### src/rtl/ahb_lite_single_master_if.sv
// ahb_lite_single_master_if: command/response handshake plus AHB-Lite bus signals
interface ahb_lite_single_master_if #(
  parameter int AW = 32,
  parameter int DW = 32
);
  logic          cmd_valid;
  logic          cmd_ready;
  logic          cmd_write;
  logic [AW-1:0] cmd_addr;
  logic [2:0]    cmd_size;
  logic [DW-1:0] cmd_wdata;
  logic          rsp_valid;
  logic [DW-1:0] rsp_rdata;
  logic [1:0]    rsp_err;
  logic          hsel;
  logic          hwrite;
  logic          hready;
  logic [1:0]    htrans;
  logic [2:0]    hsize;
  logic [2:0]    hburst;
  logic [AW-1:0] haddr;
  logic [DW-1:0] hwdata;
  logic          hready_resp;
  logic [1:0]    hresp;
  logic [DW-1:0] hrdata;
  modport master (
    input  cmd_valid, cmd_write, cmd_addr, cmd_size, cmd_wdata,
    output cmd_ready, rsp_valid, rsp_rdata, rsp_err,
    output hsel, hwrite, hready, htrans, hsize, hburst, haddr, hwdata,
    input  hready_resp, hresp, hrdata
  );
  modport slave (
    output cmd_valid, cmd_write, cmd_addr, cmd_size, cmd_wdata,
    input  cmd_ready, rsp_valid, rsp_rdata, rsp_err,
    input  hsel, hwrite, hready, htrans, hsize, hburst, haddr, hwdata,
    output hready_resp, hresp, hrdata
  );
endinterface

### src/rtl/ahb_lite_single_master.sv
// ahb_lite_single_master: valid/ready command to single NONSEQ AHB-Lite transfer with timeout
module ahb_lite_single_master #(
  parameter int AW      = 32,
  parameter int DW      = 32,
  parameter int TIMEOUT = 16
) (
  input logic hclk,
  input logic hreset,
  ahb_lite_single_master_if.master bus
);
  localparam int CW = $clog2(TIMEOUT + 2);
  typedef enum logic [1:0] {IDLE, ADDR, DATA, RESP} state_t;
  state_t        state_q;
  logic [CW-1:0] cnt_q;
  logic [CW-1:0] cnt_d;
  logic          tmo;
  logic          illegal;
  logic          hsel_q;
  logic          hwrite_q;
  logic [1:0]    htrans_q;
  logic [2:0]    hsize_q;
  logic [AW-1:0] haddr_q;
  logic [DW-1:0] hwdata_q;
  logic [DW-1:0] wdata_q;
  logic          rsp_valid_q;
  logic [DW-1:0] rsp_rdata_q;
  logic [1:0]    rsp_err_q;
  assign cnt_d   = cnt_q + 1'b1;
  assign tmo     = (TIMEOUT != 0) && (cnt_d == CW'(TIMEOUT));
  assign illegal = (bus.cmd_size > 3'd2) || (bus.cmd_size == 3'd1 && bus.cmd_addr[0]) ||
                   (bus.cmd_size == 3'd2 && bus.cmd_addr[1:0] != 2'b00);
  assign bus.cmd_ready = (state_q == IDLE);
  assign bus.hready    = bus.hready_resp;
  assign bus.hburst    = 3'b000;
  assign bus.hsel      = hsel_q;
  assign bus.hwrite    = hwrite_q;
  assign bus.htrans    = htrans_q;
  assign bus.hsize     = hsize_q;
  assign bus.haddr     = haddr_q;
  assign bus.hwdata    = hwdata_q;
  assign bus.rsp_valid = rsp_valid_q;
  assign bus.rsp_rdata = rsp_rdata_q;
  assign bus.rsp_err   = rsp_err_q;
  // transfer FSM: command capture, address/data phases, local error and timeout responses
  always_ff @(posedge hclk) begin
    if (hreset) begin
      state_q     <= IDLE;
      cnt_q       <= '0;
      hsel_q      <= 1'b0;
      hwrite_q    <= 1'b0;
      htrans_q    <= 2'b00;
      hsize_q     <= 3'd0;
      haddr_q     <= '0;
      hwdata_q    <= '0;
      wdata_q     <= '0;
      rsp_valid_q <= 1'b0;
      rsp_rdata_q <= '0;
      rsp_err_q   <= 2'b00;
    end else begin
      rsp_valid_q <= 1'b0;
      case (state_q)
        IDLE: if (bus.cmd_valid) begin
          wdata_q <= bus.cmd_wdata;
          if (illegal) state_q <= RESP;
          else begin
            state_q  <= ADDR;
            htrans_q <= 2'b10;
            hsel_q   <= 1'b1;
            haddr_q  <= bus.cmd_addr;
            hwrite_q <= bus.cmd_write;
            hsize_q  <= bus.cmd_size;
          end
        end
        RESP: begin
          state_q     <= IDLE;
          rsp_valid_q <= 1'b1;
          rsp_err_q   <= 2'b11;
          rsp_rdata_q <= '0;
        end
        ADDR: if (bus.hready_resp) begin
          state_q  <= DATA;
          htrans_q <= 2'b00;
          hsel_q   <= 1'b0;
          hwdata_q <= hwrite_q ? wdata_q : '0;
          cnt_q    <= '0;
        end else if (tmo) begin
          state_q     <= IDLE;
          htrans_q    <= 2'b00;
          hsel_q      <= 1'b0;
          rsp_valid_q <= 1'b1;
          rsp_err_q   <= 2'b10;
          rsp_rdata_q <= '0;
          cnt_q       <= '0;
        end else cnt_q <= cnt_d;
        DATA: if (bus.hready_resp) begin
          state_q     <= IDLE;
          rsp_valid_q <= 1'b1;
          rsp_err_q   <= (bus.hresp == 2'b01) ? 2'b01 : 2'b00;
          rsp_rdata_q <= (!hwrite_q && bus.hresp != 2'b01) ? bus.hrdata : '0;
          cnt_q       <= '0;
        end else if (tmo) begin
          state_q     <= IDLE;
          rsp_valid_q <= 1'b1;
          rsp_err_q   <= 2'b10;
          rsp_rdata_q <= '0;
          cnt_q       <= '0;
        end else cnt_q <= cnt_d;
        default: state_q <= IDLE;
      endcase
    end
  end
endmodule

### src/flat_wrapper.sv
// flat-port wrapper written by rule: the top's interface ports become plain ports
module ahb_lite_single_master_flat 
#(
  parameter int AW      = 32,
  parameter int DW      = 32,
  parameter int TIMEOUT = 16
)
  (hclk, hreset, bus_cmd_valid, bus_cmd_write, bus_cmd_addr, bus_cmd_size, bus_cmd_wdata, bus_cmd_ready, bus_rsp_valid, bus_rsp_rdata, bus_rsp_err, bus_hsel, bus_hwrite, bus_hready, bus_htrans, bus_hsize, bus_hburst, bus_haddr, bus_hwdata, bus_hready_resp, bus_hresp, bus_hrdata);
  ahb_lite_single_master_if #(.AW(AW), .DW(DW)) bus_i ();
  input logic hclk;
  input logic hreset;
  input wire logic [$bits(bus_i.cmd_valid)-1:0] bus_cmd_valid;
  input wire logic [$bits(bus_i.cmd_write)-1:0] bus_cmd_write;
  input wire logic [$bits(bus_i.cmd_addr)-1:0] bus_cmd_addr;
  input wire logic [$bits(bus_i.cmd_size)-1:0] bus_cmd_size;
  input wire logic [$bits(bus_i.cmd_wdata)-1:0] bus_cmd_wdata;
  output wire logic [$bits(bus_i.cmd_ready)-1:0] bus_cmd_ready;
  output wire logic [$bits(bus_i.rsp_valid)-1:0] bus_rsp_valid;
  output wire logic [$bits(bus_i.rsp_rdata)-1:0] bus_rsp_rdata;
  output wire logic [$bits(bus_i.rsp_err)-1:0] bus_rsp_err;
  output wire logic [$bits(bus_i.hsel)-1:0] bus_hsel;
  output wire logic [$bits(bus_i.hwrite)-1:0] bus_hwrite;
  output wire logic [$bits(bus_i.hready)-1:0] bus_hready;
  output wire logic [$bits(bus_i.htrans)-1:0] bus_htrans;
  output wire logic [$bits(bus_i.hsize)-1:0] bus_hsize;
  output wire logic [$bits(bus_i.hburst)-1:0] bus_hburst;
  output wire logic [$bits(bus_i.haddr)-1:0] bus_haddr;
  output wire logic [$bits(bus_i.hwdata)-1:0] bus_hwdata;
  input wire logic [$bits(bus_i.hready_resp)-1:0] bus_hready_resp;
  input wire logic [$bits(bus_i.hresp)-1:0] bus_hresp;
  input wire logic [$bits(bus_i.hrdata)-1:0] bus_hrdata;
  assign bus_i.cmd_valid = bus_cmd_valid;
  assign bus_i.cmd_write = bus_cmd_write;
  assign bus_i.cmd_addr = bus_cmd_addr;
  assign bus_i.cmd_size = bus_cmd_size;
  assign bus_i.cmd_wdata = bus_cmd_wdata;
  assign bus_cmd_ready = bus_i.cmd_ready;
  assign bus_rsp_valid = bus_i.rsp_valid;
  assign bus_rsp_rdata = bus_i.rsp_rdata;
  assign bus_rsp_err = bus_i.rsp_err;
  assign bus_hsel = bus_i.hsel;
  assign bus_hwrite = bus_i.hwrite;
  assign bus_hready = bus_i.hready;
  assign bus_htrans = bus_i.htrans;
  assign bus_hsize = bus_i.hsize;
  assign bus_hburst = bus_i.hburst;
  assign bus_haddr = bus_i.haddr;
  assign bus_hwdata = bus_i.hwdata;
  assign bus_i.hready_resp = bus_hready_resp;
  assign bus_i.hresp = bus_hresp;
  assign bus_i.hrdata = bus_hrdata;
  ahb_lite_single_master #(.AW(AW), .DW(DW), .TIMEOUT(TIMEOUT)) u_core (.hclk(hclk), .hreset(hreset), .bus(bus_i));
endmodule
### config.mk
export PLATFORM = sky130hd
export DESIGN_NAME = ahb_lite_single_master_flat
export DESIGN_NICKNAME = d
export VERILOG_FILES = /design/src/rtl/ahb_lite_single_master_if.sv /design/src/rtl/ahb_lite_single_master.sv /design/src/flat_wrapper.sv
export SDC_FILE = /design/constraint.sdc
export NUM_CORES = 1
export LEC_CHECK = 0
export BUFFER_PORTS_ARGS = -buffer_cell sky130_fd_sc_hd__buf_4
export CAP_MARGIN = 20
export CORE_AREA = 2 2 108 121
export CTS_CLUSTER_DIAMETER = 120
export DETAILED_ROUTE_END_ITERATION = 8
export DIE_AREA = 0 0 110 123
export GPL_TIMING_DRIVEN = 0
export PLACE_DENSITY = 0.78
export SYNTH_ARGS = -nofsm -noshare
export SYNTH_HDL_FRONTEND = slang
export SYNTH_SLANG_ARGS = --single-unit
### constraint.sdc
create_clock -name hclk -period 2.85 [get_ports hclk]
set_clock_uncertainty 0.2 [all_clocks]
set_input_delay 0.285 -clock hclk [delete_from_list [all_inputs] [get_ports hclk]]
set_output_delay 0.285 -clock hclk [all_outputs]
set_load 0.01 [all_outputs]
==> parameters.txt, run 1 <==
Parameter                              Value

Outcome
  Status ... complete, no violations

Drt
  Pre-Repair DR Iteration Count ... 5
  Vias ... around 6500
  Via density ... approximately 5.3
  Total Routed Length ... slightly below 20000 microns
  Post-detailed-route DRC marker count ... 0
  Remaining antenna violation count after routing ... 0
  Drt wl/cell ... 15.7 microns
  DRC violation total after the first TritonRoute iteration ... 455

Worst hold path
  Critical hold path startpoint ... bus_hresp[1]
  Path type of the worst min-delay path ... input port to flip-flop
  Hold Path Depth ... 3

CTS
  CTS max path bufs ... 2
  Number of buffers added by the clock tree synthesis step ... 17
  Clock Tree Root ... clkbuf_16
  Clk_lat worst skew ... around 0.42 ns
  CTS tree ... done
  Htree depth ... 4
  Clock slew at the register clock pins of the worst setup and hold paths ... 0.06 ns
  Number of clock sinks seen by CTS ... 143

STA
  Min setup slack post-route ... 0.328 ns
  Period minus WS final ... approximately 2.5 ns
  Relative slew margins ... about two thirds
  Final-report hold violation count ... 0
  Final-report max-slew violation count ... 0
  Unrepaired setup endpoints after global routing ... no
  Total setup violations reported at the end of the flow ... 0
  Post-route clock period utilization ... approximately 88%
  Fmax ... between 0.3 and 0.4 GHz
  Final setup TNS ... 0 ns
  Actual transition at the worst max-transition pin ... between 0.5 and 0.6 ns

Final layout
  Fraction of final layout cells sized beyond drive strength 1 ... around 28%
  Final core utilization ... 75.4%
  Antenna Diode Count ... 0
  Net count reported at finish ... 1169
  Area growth from synthesis to layout ... 57.4%
  Non-filler cells, final ... 1226

Power
  Switching power total ... about 1.5 mW
  Register share of total power ... 40.9%
  Design Power ... 5.27 mW
  Part of the power in the clock network ... around two fifths
  Portion of total power attributed to combinational logic ... about a fifth
  Maximum vdd ir drop ... between 0.3 and 0.4 mV
  Net switching share of the total power ... ~28%
  Areal power density over the cells ... ~570 nW/um^2
  Cell leakage power ... between 3 and 4 nW
  Internal Power ... between 3 and 4 mW

Setup path
  Worst-path maximum fanout ... 10
  Critical path arrival ... between 2 and 3 ns
  WP data required ... around 3.0 ns
  Launching point of the worst reg2reg path ... u_core.state_q[0]
  Type of the setup path with the least slack ... flip-flop to flip-flop
  Critical path launch point type ... flip-flop
  Start point of the critical path ... u_core.state_q[0]
  Length in cells of the worst reg-to-reg path ... 7
  Endpoint kind of the worst setup timing path ... flip-flop

Floorplanning
  Die area ... ~14000 sq um
  Die extent in x ... roughly 110 microns
  Number of placement rows ... 43
  Number of I/O pins ... 217
  Floorplan die height ... between 100 and 150 microns
  Core Box Area ... between 10000 and 15000 sq um
  Initial Utilization ... a little under half

Global route
  Largest net degree at the start of global routing ... 17
  Global-route usage over all layers ... between 20% and 30%
  Number of global-route vias before repair ... ~6300
  Number of antenna violations at the first check in global routing ... 0
  Global-route wire length before repair ... 30200 microns
  Gr ovfl total ... 0

Placement
  Port Buffers ... roughly 210
  Worst slack at placement ... 0.181 ns
  Count of placed standard cells including taps ... ~1100
  RePlAce Congestion ... between 0.8 and 0.9
  HPWL after detailed placement ... between 10000 and 15000 microns

Yosys
  Number of unique standard cell types used by synthesis ... 41
  Leading cell types by total area after synthesis ... dfxtp_1, nand2_1, a21oi_1, o21ai_2, a22oi_1
  Number of synthesized register bits ... about 140
  Top FF cell, synth ... dfxtp_1
  Netlist Area Pre-Place ... between 5000 and 6000 sq um
  Synthesized area per cell ... 8.17 sq um
  Count of yosys warnings during synthesis ... 0
  Sequential cell area fraction in the yosys report ... about half
  Post-synth top cells ... nand2_1, dfxtp_1, a21oi_1
  Most frequently used cell type in the post-synthesis netlist ... nand2_1
  Share of flip-flops with an asynchronous set or reset ... 0%
  Dominant cell type by area after synthesis ... dfxtp_1
  Yosys top cell area share ... approximately 49%
  Number of instances in the synthesized netlist ... around 720
  EDFF count, synth ... 0

Run
  Max_cap viols ... 0
worst max-delay path: stages (launching register included):
cell and delay [ns]:
dfxtp_1 0.40, inv_1 0.08, ha_1 0.44, or3b_4 0.44
nor4_4 0.48, buf_6 0.22, a22oi_1 0.12, o21ai_2 0.07
per-stage QoR:
step	instance area (sq um)	hold slack (ns)
2_1_floorplan	5910	0.221
3_3_place_gp	7700	0.238
3_5_place_dp	7700	0.245
4_1_cts	9260	0.0149
5_1_grt	9290	0.0423
6_report	9290	0.0307
layout make-up:
class / count / area, sq um
Fill cell: 883 / 3030
Sequential cell: 143 / 2860
Multi-Input combinational cell: 508 / 2710
Timing Repair Buffer: 314 / 2620
Clock buffer: 18 / 439
Buffer: 66 / 307
Tap cell: 157 / 196
Clock inverter: 12 / 121
Inverter: 8 / 30.0
kinds of logic after synthesis:
family | share of synthesized area [%]
AND/OR/NAND/NOR | 20.8
AO/OA/AOI/OAI | 23.9
flip-flops | 48.5
buffers and inverters | 5.70
adder cells (fa/ha/maj) | 1.06
other | 0.0635
state kept, by name, indices dropped and copies added (netlist names):
signal / flops
u_core.bus.rsp_valid: 1
u_core.bus.hwdata: 32
u_core.bus.hwrite: 1
u_core.bus.hsize: 3
u_core.wdata_q: 32
u_core.bus.rsp_rdata: 32
u_core.bus.haddr: 32
u_core.cnt_q: 5
u_core.state_q: 2
u_core.bus.htrans: 1
u_core.bus.rsp_err: 2
routing by layer:
layer,track usage [%],vias up,share of wire [%]
met1,32.5,3054,40
li1,-,3153,-
met3,7.43,48,7.7
met2,49.8,285,50
met5,0,-,0
met4,12.6,0,3.0
final timing paths:
check	to	slack [ns]
min reg2reg	u_core.bus.hwdata[30]	0.25
max	u_core.bus.rsp_rdata[27]	0.33
max reg2reg	u_core.bus.rsp_rdata[27]	0.33
min	u_core.bus.rsp_err[0]	0.03
power by group through the flow:
stage | Sequential (mW) | Combinational (mW) | Clock, mW
5_1_grt | 2.17 | 1.08 | 2.26
6_report | 2.16 | 0.980 | 2.13
2_1_floorplan | 2.20 | 0.480 | 0
3_3_place_gp | 2.19 | 0.833 | 0
3_5_place_dp | 2.20 | 0.838 | 0
4_1_cts | 2.15 | 0.951 | 2.14
cell usage in the layout, fill, tap and decap left out, drive strengths merged, types with 2 or more instances in the layout:
master / n
nand2: 174
nor3: 2
bufinv: 2
a21oi: 110
clkinvlp: 3
nand3: 33
clkinv: 7
conb: 4
nor2b: 3
inv: 8
o21ai: 74
a31oi: 2
nor3b: 32
and3: 3
clkbuf: 60
nor2: 9
dlygate4sd3: 100
a22oi: 34
buf: 238
dfxtp: 143
o211ai: 2
and2: 3
ha: 5
nand2b: 2
what timing repair did:
item	4_1_cts	5_1_grt
hold buffers	100	0
hold endpoints to repair	100	0
endpoints found under the setup margin	0	27
resized for setup	0	0
buffers inserted	0	2
Power figures use the tool's default switching activity.
==> inputs of run 2 (changes only) <==
- CORE_AREA: 2 2 108 121 -> 2 2 107 119
- CTS_BUF_LIST: unset -> sky130_fd_sc_hd__clkbuf_2
- DIE_AREA: 0 0 110 123 -> 0 0 109 121
- PLACE_DENSITY: 0.78 -> 0.8
- SLEW_MARGIN: unset -> 20
==> run 2 against run 1 <==
Compared with the run above:
- first-iteration DRC count fell by 9.7%
- maximum frequency is 3.1% lower
- count of clock-buffer cells in the layout fell by 1
- sequential power barely moved
- largest power group unchanged
- critical path depth grew 2
- design area is 1.8% lower
- combinational power is 2% higher
- sequential cell count did not move
- sequential share of layout area rose by 0.58 points
- non-clock buffer count is 14 higher
- die area decreased by 2.5%
- final cell count is 1.1% higher
==> parameters.txt, run 2 (synthesis results as in run 1) <==
Parameter                              Value

Floorplanning
  Core Box Area ... 11900 sq um (was 12300 sq um)
  Number of placement rows ... 42 (was 43)
  Floorplan die height ... 121 microns (was 123 microns)
  Number of I/O pins ... 217 (unchanged)
  Initial Utilization ... 49.5% (was 47.9%)
  Die area ... 13200 sq um (was 13500 sq um)
  Die extent in x ... 109 microns (was 110 microns)

Setup path
  Slowest stage cell, crit path ... dlygate4sd3_1 (was nor4_4)
  Critical path launch point type ... flip-flop (unchanged)
  Most prevalent standard cell on the critical path ... buf_2
  Critical path arrival ... 3.02 ns (was 2.67 ns)
  Worst-path maximum fanout ... 9 (was 10)
  Endpoint kind of the worst setup timing path ... flip-flop (unchanged)
  Slowest stage delay, CP ... 0.56 ns (was 0.48 ns)
  Type of the setup path with the least slack ... flip-flop to flip-flop (unchanged)
  WP data required ... 3.26 ns (was 3.00 ns)
  Cell-by-cell listing of the critical path ... inv_1, ha_1, buf_2, and2_1, o211a_1, buf_2, nand2_1, dlygate4sd3_1, a21oi_1 (was inv_1, ha_1, or3b_4, nor4_4, buf_6, a22oi_1, o21ai_2)

STA
  Fmax ... 0.384 GHz (was 0.397 GHz)
  Final-report hold violation count ... 0 (unchanged)
  Final setup TNS ... 0 ns (unchanged)
  Post-route clock period utilization ... 91.3% (was 88.5%)
  Actual transition at the worst max-transition pin ... 0.825 ns (was 0.515 ns)
  Total setup violations reported at the end of the flow ... 0 (unchanged)
  Final-report max-slew violation count ... 0 (unchanged)
  Period minus WS final ... 2.60 ns (was 2.52 ns)
  Relative slew margins ... 44.7% (was 65.7%)
  Unrepaired setup endpoints after global routing ... no (unchanged)

CTS
  CTS tree ... done (unchanged)
  Clock slew at the register clock pins of the worst setup and hold paths ... 0.25 ns (was 0.06 ns)
  Number of buffers added by the clock tree synthesis step ... 17 (unchanged)
  Htree depth ... 4 (unchanged)
  Clk_lat worst skew ... 0.66 ns (was 0.42 ns)
  CTS max path bufs ... 2 (unchanged)
  Clock Tree Root ... clkbuf_2 (was clkbuf_16)
  Number of clock sinks seen by CTS ... 143 (unchanged)
  Post-CTS setup-driven buffer insertion count ... 0 (unchanged)

Final layout
  Final core utilization ... 76.4% (was 75.4%)
  Net count reported at finish ... 1183 (was 1169)
  Final-layout fill cell count ... 810 (was 883)
  Commonest non-fill, non-tap cell in the layout ... buf_4 (unchanged)
  Fraction of final layout cells sized beyond drive strength 1 ... 27.4% (was 27.7%)
  Commonest non-fill, non-tap cells in the layout ... buf_4, nand2_1, dfxtp_1 (unchanged)
  Area growth from synthesis to layout ... 54.5% (was 57.4%)

Worst hold path
  Path type of the worst min-delay path ... input port to flip-flop (unchanged)

Drt
  Vias ... 6539 (was 6540)
  Via density ... 5.27 (was 5.33)
  DRC violation total after the first TritonRoute iteration ... 411 (was 455)
  Post-detailed-route DRC marker count ... 0 (unchanged)
  Drt wl/cell ... 14.9 microns (was 15.7 microns)
  Remaining antenna violation count after routing ... 0 (unchanged)
  Pre-Repair DR Iteration Count ... 5 (unchanged)
  Total Routed Length ... 18500 microns (was 19300 microns)

Global route
  Number of antenna violations at the first check in global routing ... 1 (was 0)
  Gr ovfl total ... 0 (unchanged)
  Global-route usage over all layers ... 27.6% (was 28.5%)
  Number of global-route vias before repair ... 6177 (was 6273)
  Global-route wire length before repair ... 29100 microns (was 30200 microns)
  Largest net degree at the start of global routing ... 17 (unchanged)

Outcome
  Status ... complete, no violations (unchanged)

Placement
  RePlAce Congestion ... 0.816 (was 0.832)
  Port Buffers ... 212 (unchanged)
  HPWL after detailed placement ... 11700 microns (was 11800 microns)

Power
  Maximum vdd ir drop ... 0.394 mV (was 0.397 mV)
  Areal power density over the cells ... 479 nW/um^2 (was 567 nW/um^2)
  Cell leakage power ... 3.67 nW (was 3.74 nW)

Run
  Max_cap viols ... 0 (unchanged)
[run 2: stage by stage]
stage	hold slack, ns	instance area [sq um]	worst slack, ns	cells	power [mW]
after floorplan	0.221	5910	0.616	725	2.68
after global placement	0.239	7700	0.270	1091	3.02
after detailed placement	0.244	7700	0.233	1091	3.03
after CTS	0.0921	9120	0.160	1240	4.36
after global routing	0.0991	9120	0.0962	1240	4.58
final	0.155	9120	0.248	1240	4.37
[run 2: worst paths after layout]
check / slack, ns / from / cells past startpoint / endpoint
max: 0.25 / u_core.state_q[0] / 9 / u_core.bus.haddr[0]
min: 0.16 / bus_cmd_size[2] / 5 / u_core.bus.haddr[31]
max reg2reg: 0.25 / u_core.state_q[0] / 9 / u_core.bus.haddr[0]
min reg2reg: 0.27 / u_core.wdata_q[3] / 2 / u_core.wdata_q[3]
[run 2: metal layers]
metal | wire length, microns | GRT usage (%)
met5 | 0 | 0
met4 | 419 | 10.5
met3 | 1250 | 6.50
met2 | 9270 | 48.2
met1 | 7580 | 32.3
[run 2: cell type report]
class | count | area (sq um) | share of cell area, %
Antenna cell | 1 | 2.50 | 0.0274
Sequential cell | 143 | 2860 | 31.4
Buffer | 65 | 304 | 3.33
Clock buffer | 17 | 85.1 | 0.933
Clock inverter | 15 | 165 | 1.81
Tap cell | 154 | 193 | 2.11
Inverter | 8 | 30.0 | 0.329
Timing Repair Buffer | 329 | 2760 | 30.3
Multi-Input combinational cell | 508 | 2710 | 29.8
[run 2: where the power goes]
| part | leakage [nW] | total, mW | internal [mW] | switching [mW] |
|---|---|---|---|---|
| Clock | 0.151 | 1.21 | 0.363 | 0.847 |
| Combinational | 2.36 | 0.995 | 0.430 | 0.565 |
| Sequential | 1.16 | 2.16 | 2.10 | 0.0614 |
[run 2: worst max-delay path: cells and delay by family (launching register included)]
| family | cells | cell delay (ns) |
|---|---|---|
| DFF | 1 | 0.40 |
| adders and majority gates | 1 | 0.16 |
| AOI/OAI and AO/OA | 2 | 0.33 |
| and+or+nand+nor | 2 | 0.42 |
| buffers and inverters | 4 | 1.05 |
[run 2: timing repair]
item / in CTS / in global routing
endpoints found under the setup margin: 0 / 8
hold buffers: 117 / 0
gates resized for setup: 0 / 2
hold endpoints to repair: 107 / 0
